**src/rtl/instruction_fetch_pkg.sv**
```systemverilog
`default_nettype none
// ============================================================================
//  Module      : instruction_fetch_pkg
//  Description : Shared pipeline definitions: fetch FSM encoding, the NOP
//                word, decoder opcode/funct constants and address helpers.
//  Revision    : 1.0 - initial release
// ============================================================================
package instruction_fetch_pkg;

   // Fetch FSM states, 2-bit encoding
   typedef enum logic [1:0] {
      ST_IDLE = 2'b00,
      ST_RUN  = 2'b01,
      ST_HALT = 2'b10
   } fetch_state_e;

   // Bubble word inserted into IF/ID
   localparam logic [31:0] C_NOP     = 32'h0000_0000;
   localparam logic [31:0] C_PC_STEP = 32'd4;

   // Opcode (instr[31:26]) and funct (instr[5:0]) values shared with the decoder
   localparam logic [5:0] C_OP_J     = 6'b000010;
   localparam logic [5:0] C_OP_JAL   = 6'b000011;
   localparam logic [5:0] C_FN_JR    = 6'b001000;
   localparam logic [5:0] C_FN_JALR  = 6'b001001;
   localparam logic [5:0] C_FN_FIN   = 6'b000001;

   // Redirect targets are always word addresses
   function automatic logic [31:0] word_align(input logic [31:0] addr);
      return {addr[31:2], 2'b00};
   endfunction

endpackage
`default_nettype wire

```
**src/rtl/instruction_fetch_if_id_reg.sv**
```systemverilog
`default_nettype none
// ============================================================================
//  Module      : if_id_reg
//  Description : IF/ID pipeline register holding instruction, PC+4 and a
//                valid flag. Flush inserts a NOP and wins over hold.
//  Revision    : 1.0 - initial release
// ============================================================================
module if_id_reg
   import instruction_fetch_pkg::*;
(
   input  logic        clk,
   input  logic        reset,
   input  logic        hold,
   input  logic        flush,
   input  logic [31:0] instr_in,
   input  logic [31:0] pc4_in,
   output logic [31:0] instr_out,
   output logic [31:0] pc4_out,
   output logic        valid_out
);

   logic [31:0] instr_q, instr_d;
   logic [31:0] pc4_q,   pc4_d;
   logic        valid_q, valid_d;

   // Next contents: flush -> NOP, hold -> keep, otherwise capture the fetch
   always_comb begin
      instr_d = instr_q;
      pc4_d   = pc4_q;
      valid_d = valid_q;
      if (flush) begin
         instr_d = C_NOP;
         pc4_d   = 32'h0;
         valid_d = 1'b0;
      end else if (!hold) begin
         instr_d = instr_in;
         pc4_d   = pc4_in;
         valid_d = 1'b1;
      end
   end

   // Register update with asynchronous clear
   always_ff @(posedge clk or posedge reset) begin
      if (reset) begin
         instr_q <= C_NOP;
         pc4_q   <= 32'h0;
         valid_q <= 1'b0;
      end else begin
         instr_q <= instr_d;
         pc4_q   <= pc4_d;
         valid_q <= valid_d;
      end
   end

   assign instr_out = instr_q;
   assign pc4_out   = pc4_q;
   assign valid_out = valid_q;

endmodule
`default_nettype wire

```
**src/rtl/instruction_fetch.sv**
```systemverilog
`default_nettype none
// ============================================================================
//  Module      : instruction_fetch
//  Description : Fetch stage: IDLE/RUN/HALT control FSM, PC with branch/jump
//                redirect and stall, IF/ID register and saturating fetch count.
//  Revision    : 1.0 - initial release
// ============================================================================
module instruction_fetch
   import instruction_fetch_pkg::*;
#(
   parameter logic [31:0] RESET_PC = 32'h0000_0000,
   parameter int          CNT_W    = 16
) (
   input  logic             clk,
   input  logic             reset,
   input  logic             start,
   input  logic             stall,
   input  logic             branch_taken,
   input  logic [31:0]      branch_target,
   input  logic             jump,
   input  logic [31:0]      jump_target,
   input  logic             fin,
   output logic [31:0]      imem_addr,
   input  logic [31:0]      imem_data,
   output logic [31:0]      instr_out,
   output logic [31:0]      pc4_out,
   output logic             dec_enable,
   output logic             halted,
   output logic [CNT_W-1:0] fetch_count
);

   fetch_state_e     state_q, state_d;
   logic [31:0]      pc_q, pc_d;
   logic [CNT_W-1:0] fetch_count_q, fetch_count_d;
   logic             dec_enable_q, dec_enable_d;

   logic [31:0]      w_pc_plus4;
   logic             w_flush;
   logic             w_hold;
   logic             w_if_valid;

   assign w_pc_plus4 = pc_q + C_PC_STEP;   // 32-bit modulo wrap

   // State register
   always_ff @(posedge clk or posedge reset) begin
      if (reset) state_q <= ST_IDLE;
      else       state_q <= state_d;
   end

   // Next-state logic; HALT is left only through reset
   always_comb begin
      state_d = state_q;
      case (state_q)
         ST_IDLE: if (start) state_d = ST_RUN;
         ST_RUN:  if (fin)   state_d = ST_HALT;
         ST_HALT: state_d = ST_HALT;
         default: state_d = ST_IDLE;
      endcase
   end

   // Datapath control: priority fin > branch > jump > stall > sequential
   always_comb begin
      pc_d          = pc_q;
      fetch_count_d = fetch_count_q;
      dec_enable_d  = dec_enable_q;
      w_flush       = 1'b0;
      w_hold        = 1'b0;
      case (state_q)
         ST_RUN: begin
            if (fin) begin
               w_flush      = 1'b1;
               dec_enable_d = 1'b0;
            end else if (branch_taken) begin
               pc_d         = word_align(branch_target);
               w_flush      = 1'b1;
               dec_enable_d = 1'b0;
            end else if (jump) begin
               pc_d         = word_align(jump_target);
               w_flush      = 1'b1;
               dec_enable_d = 1'b0;
            end else if (stall) begin
               w_hold = 1'b1;
            end else begin
               pc_d          = w_pc_plus4;
               fetch_count_d = (&fetch_count_q) ? fetch_count_q
                                                : fetch_count_q + CNT_W'(1);
               // Enable follows the word already in IF/ID, so it rises one
               // cycle after the first valid fetch
               dec_enable_d  = w_if_valid;
            end
         end
         ST_HALT: begin
            w_flush      = 1'b1;
            dec_enable_d = 1'b0;
         end
         default: begin
            pc_d         = RESET_PC;
            w_flush      = 1'b1;
            dec_enable_d = 1'b0;
         end
      endcase
   end

   // PC, fetch counter and decoder-enable registers
   always_ff @(posedge clk or posedge reset) begin
      if (reset) begin
         pc_q          <= RESET_PC;
         fetch_count_q <= '0;
         dec_enable_q  <= 1'b0;
      end else begin
         pc_q          <= pc_d;
         fetch_count_q <= fetch_count_d;
         dec_enable_q  <= dec_enable_d;
      end
   end

   if_id_reg u_if_id (
      .clk       (clk),
      .reset     (reset),
      .hold      (w_hold),
      .flush     (w_flush),
      .instr_in  (imem_data),
      .pc4_in    (w_pc_plus4),
      .instr_out (instr_out),
      .pc4_out   (pc4_out),
      .valid_out (w_if_valid)
   );

   assign imem_addr   = pc_q;
   assign dec_enable  = dec_enable_q;
   assign halted      = (state_q == ST_HALT);
   assign fetch_count = fetch_count_q;

endmodule
`default_nettype wire
```
**config.mk**
```make
export PLATFORM = sky130hd
export DESIGN_NAME = instruction_fetch
export DESIGN_NICKNAME = d
export VERILOG_FILES = /design/src/rtl/instruction_fetch_pkg.sv /design/src/rtl/instruction_fetch_if_id_reg.sv /design/src/rtl/instruction_fetch.sv
export SDC_FILE = /design/constraint.sdc
export NUM_CORES = 1
export LEC_CHECK = 0
export CORE_MARGIN = 2
export CORE_UTILIZATION = 46
export DETAILED_ROUTE_END_ITERATION = 8
export PLACE_DENSITY_LB_ADDON = 0.1
export SYNTH_ARGS = -nofsm -noshare
export SYNTH_HDL_FRONTEND = slang
export SYNTH_HIERARCHICAL = 1
export SYNTH_SLANG_ARGS = --single-unit
```
**constraint.sdc**
```tcl
create_clock -name clk -period 3.1 [get_ports clk]
set_clock_uncertainty 0.05 [all_clocks]
set_input_delay 0.775 -clock clk [delete_from_list [all_inputs] [get_ports clk]]
set_output_delay 0.775 -clock clk [all_outputs]
set_load 0.02 [all_outputs]
```
Yosys cells after proc, flatten, opt, wreduce, memory -nomap -nowiden
Cells that the tools add are included.
{ "totals": {"regBits": 116, "out_inout_bits": 114, "word_cells": 56} }
{ "op_classes": {"n_addsub": 2, "eq_ne": 8, "muxes": 28, "n_bitwise": 6, "reduce_logical": 5} }
{ "op_table": {"columns": ["operator", "count"], "rows": [
  ["$mux W32", 8],
  ["$pmux W32 S2", 1],
  ["$add A32 B3 Y32 const B", 1],
  ["$add A16 B1 Y16 const B", 1],
  ["$mux W1", 16],
  ["$reduce_and A16 Y1", 1],
  ["$ne A2 B2 Y1 const B", 4],
  ["$not A1 Y1", 6],
  ["$pmux W2 S3", 1],
  ["$reduce_and A6 Y1", 1],
  ["$ne A5 B5 Y1 const B", 1],
  ["$mux W2", 2],
  ["$ne A4 B4 Y1 const B", 1],
  ["$reduce_and A3 Y1", 1],
  ["$eq A2 B1 Y1 const B", 1],
  ["$eq A2 B2 Y1 const B", 1],
  ["$logic_not A2 Y1", 1],
  ["$reduce_and A2 Y1", 1]
]} }

Depth between registers and ports, before layout
{ "logic_depth": {"ltp_word": 7, "mapped_depth": 9, "ltp_nobuf": 7} }

By module
Netlist, hierarchy kept.
{ "modules_own_cells": {"columns": ["module", "instances", "cells_each", "area_each_um2"], "rows": [
  ["instruction_fetch", 1, 417, 3562.2],
  ["if_id_reg", 1, 210, 2641.3]
]} }

Worst setup path after synthesis
No wires, ideal clock.
{ "synth_path": {"path_type": "input to register", "startpoint": "input jump", "endpoint": "register pc_q[12] (netlist: imem_addr[12])", "setup_ns": 0.122, "t_arrival_ns": 2.159, "t_required_ns": 2.928, "path_slack_ns": 0.769, "cell_stages": 6, "path_cell_list": "clkbuf_1 > or3b_2 > a21oi_1 > buf_2 > a21oi_1 > o22a_1"} }
{ "synth_between": {"elab_chain_len": 4, "word_cells_on_any_way": 6, "classes_between": "1 x eq/ne; 4 x mux; 1 x reduce/logical"} }
{ "synth_lines": {"columns": ["item", "line_no", "text"], "rows": [
  ["start: declaration", "instruction_fetch.sv:20", "input logic jump,"],
  ["$mux W32", "instruction_fetch.sv:77", "end else if (jump) begin"],
  ["$mux W32", "instruction_fetch.sv:73", "end else if (branch_taken) begin"],
  ["$mux W32", "instruction_fetch.sv:70", "if (fin) begin"],
  ["$pmux W32 S2", "instruction_fetch.sv:68", "case (state_q)"],
  ["end signal: assignment", "instruction_fetch.sv:111", "pc_q <= pc_d;"],
  ["end: declaration", "instruction_fetch.sv:33", "logic [31:0] pc_q, pc_d;"]
]} }
Several ways; a longest one is shown, not always the timed one. The select of a mux whose other input is x is not followed.
A chain may end at the register's enable or synchronous reset.

Final worst setup path
{ "layout_path": {"startpoint": "input branch_taken", "endpoint": "register pc_q[20] (netlist: imem_addr[20])"} }
{ "layout_between": {"elab_chain_len": 3, "word_cells_on_any_way": 5, "classes_between": "1 x eq/ne; 3 x mux; 1 x reduce/logical"} }
{ "layout_lines": {"columns": ["item", "line_no", "text"], "rows": [
  ["start: declaration", "instruction_fetch.sv:18", "input logic branch_taken,"],
  ["$mux W32", "instruction_fetch.sv:73", null],
  ["$mux W32", "instruction_fetch.sv:70", null],
  ["$pmux W32 S2", "instruction_fetch.sv:68", null]
]} }
Several ways; a longest one is shown, not always the timed one. The select of a mux whose other input is x is not followed.

==> results.cfg <==
[clocking]
cts-root-buf = clkbuf_16
cts_sinks = 114
ctsResizeCount = 0
cts_tree = yes
postCtsSetupBuffers = 0
clockBufferDepth = 2
insertion_delay_ns = 0.42
cts_hold_buf = 0
clk_pin_slew_ns = 0.05
htreeDepth = 4
numCtsBuffers = 17

[logic_synthesis]
synthTopCellsByCount = dfrtp_1 (114), nor2_1 (96), mux2i_1 (74)
ys.flop_type = dfrtp_1
synth_top_area_share = 0.460
yosysTopAreaCell = dfrtp_1
synth.avg_cell_area_sq_um = 9.89
synth_edf_count = 0
ys_warn_count = 6
synthArstFlopShare = 1.00
syn_area_sq_um = 6200
synth_area_leaders = dfrtp_1 (46%), mux2i_1 (12%), nor2_1 (5.8%)
syn_inst = 627
synth.distinct_cells = 63
post-synth-top-count-cell = dfrtp_1
ys_seq_elements = 114
yosysSeqAreaShare = 0.460

[detailed_routing]
ant_nets = 0
route.met2.wl_mm = 9.12
vias = 5787
wl_met1_mm = 7.80
drt_iter0_markers = 338
via_per_inst = 5.64
wl_per_cell_um = 18.3
dr.max_layer_used = met4
wl_mm = 18.8
firstDrtPassIters = 5
drc_errors = 0
wl_met3_mm = 1.41

[global_routing]
grt_pass1_vias = 5896
overflow = 0
grt_util_all_layers = 0.266
antenna_found_initial = 0
grt_pass1_wl_mm = 29.9
grt_max_degree = 67

[setup_path]
path_class = in2reg
worst-path-max-fanout = 26
r2r_start = state_q[1]
crit_arrival_ns = 2.96
worstSetupStartpointType = input port
cp-startpoint = branch_taken
cp_data_required_time_ns = 3.36
end_kind = flop

[sta]
rsz0062_at_grt = no
hold_violations = 0
fmaxAchievable_mhz = 370
holdWs_ns = 0.454
worst_slack_ns = 0.400
min_period_ns = 2.70
tns_ns = 0
setup_viol = 0
final_max_slew_viol_count = 0
period_share = 0.871
slew-limit-headroom = 0.431
worstMarginPinSlew_ns = 0.854

[pwr]
p_leak_nw = 3.73
power.density_nw_per_um2 = 605
peakVddDrop_v = 0.000402

[place]
post_dp_cell_area_sq_um = 8530
dpl_worst_slack_ns = 0.0209
place.detailed.hpwl_mm = 13.4
port_buffers = 210
place_congestion = 0.861

[die]
rows = 42
fp.dieW_um = 120
ios = 217
start_util = 0.470
fp.dieH_um = 120
core_sq_um = 13200
die_area_sq_um = 14400

[worst_hold_path]
hp-start = fetch_count[12]
hp-class = reg2reg

[layout]
area_growth_pct = 47.9
stdcell_area_sq_um = 9170
drive_gt1_frac = 0.0753
n_antenna_cell = 0
final_nets = 946

[job]
cap_violations = 0

[status]
outcome = finished clean
cells in the final DEF, fill, tap and decap left out, drive strengths merged, types with 17 or more instances in the layout:
cell type | synthesis | layout
clkdlybuf4s50 | 0 | 210
dfrtp | 114 | 114
nor2 | 96 | 96
mux2i | 74 | 74
nand2 | 39 | 39
nand3 | 26 | 26
o21ai | 25 | 25
xnor2 | 23 | 23
clkbuf | 24 | 21
buf | 15 | 18
a21oi | 17 | 17
state kept, by name, summed over array words and instances, names as in the netlist:
name / flops
fetch_count: 16
u_if_id/valid_out: 1
u_if_id/pc4_out: 32
dec_enable: 1
u_if_id/instr_out: 32
state_q: 2
imem_addr: 30
metrics by stage:
stage,power (mW),instances,util
floorplan,2.73,630,-
CTS,5.58,1026,0.695
detailed placement,3.43,995,0.647
global route,5.81,1026,0.695
finish,5.55,1026,0.695
global placement,3.37,995,0.647
final cells by class:
type	count	area (sq um)
clock buffer	21	460
clock inverter	10	181
fill	1011	4020
inverter	14	52.6
multi-input combinational	463	3090
sequential	114	2850
tap	176	220
timing repair buffer	228	2310
critical path, stage by stage:
cell and delay (ns):
clkdlybuf4s50_1 0.45, buf_12 0.18, or3b_2 0.50, a21o_1 0.49
and4_1 0.33, nor3_1 0.22
kinds of logic (layout without fill, tap and decap cells):
group / Yosys count / count (layout) / synth area share
multiplexers: 75 / 75 / 0.121
XOR/XNOR: 38 / 38 / 0.0537
other: 1 / 4 / 0.000605
AO/OA/AOI/OAI: 109 / 109 / 0.124
flip-flops: 114 / 114 / 0.460
adder cells (fa/ha/maj): 5 / 5 / 0.0101
AND/OR/NAND/NOR: 232 / 232 / 0.185
buffers and inverters: 53 / 273 / 0.0452
power by group:
group	total (mW)	leakage [nW]	internal, mW	switching [mW]
Sequential	1.84	1.57	1.63	0.213
Clock	2.13	0.313	1.46	0.670
Combinational	1.58	1.85	0.727	0.849
Total	5.55	3.73	3.82	1.73
metal layers:
layer,GRT usage,vias up
li1,-,2688
met1,0.331,2816
met2,0.433,243
met3,0.0708,40
met4,0.119,0
met5,0,-
path summary, 6_finish.rpt:
kind | to | slack (ns) | cells past startpoint
worst max-delay path | imem_addr[20] | 0.40 | 6
worst min-delay path | fetch_count[12] | 0.45 | 1
worst max register to register | imem_addr[27] | 0.60 | 7
worst min register to register | fetch_count[12] | 0.45 | 1
max in group asynchronous | imem_addr[18] | 1.71 | 3
min in group asynchronous | dec_enable | 0.69 | 2
(Power assumes the default switching activity.)
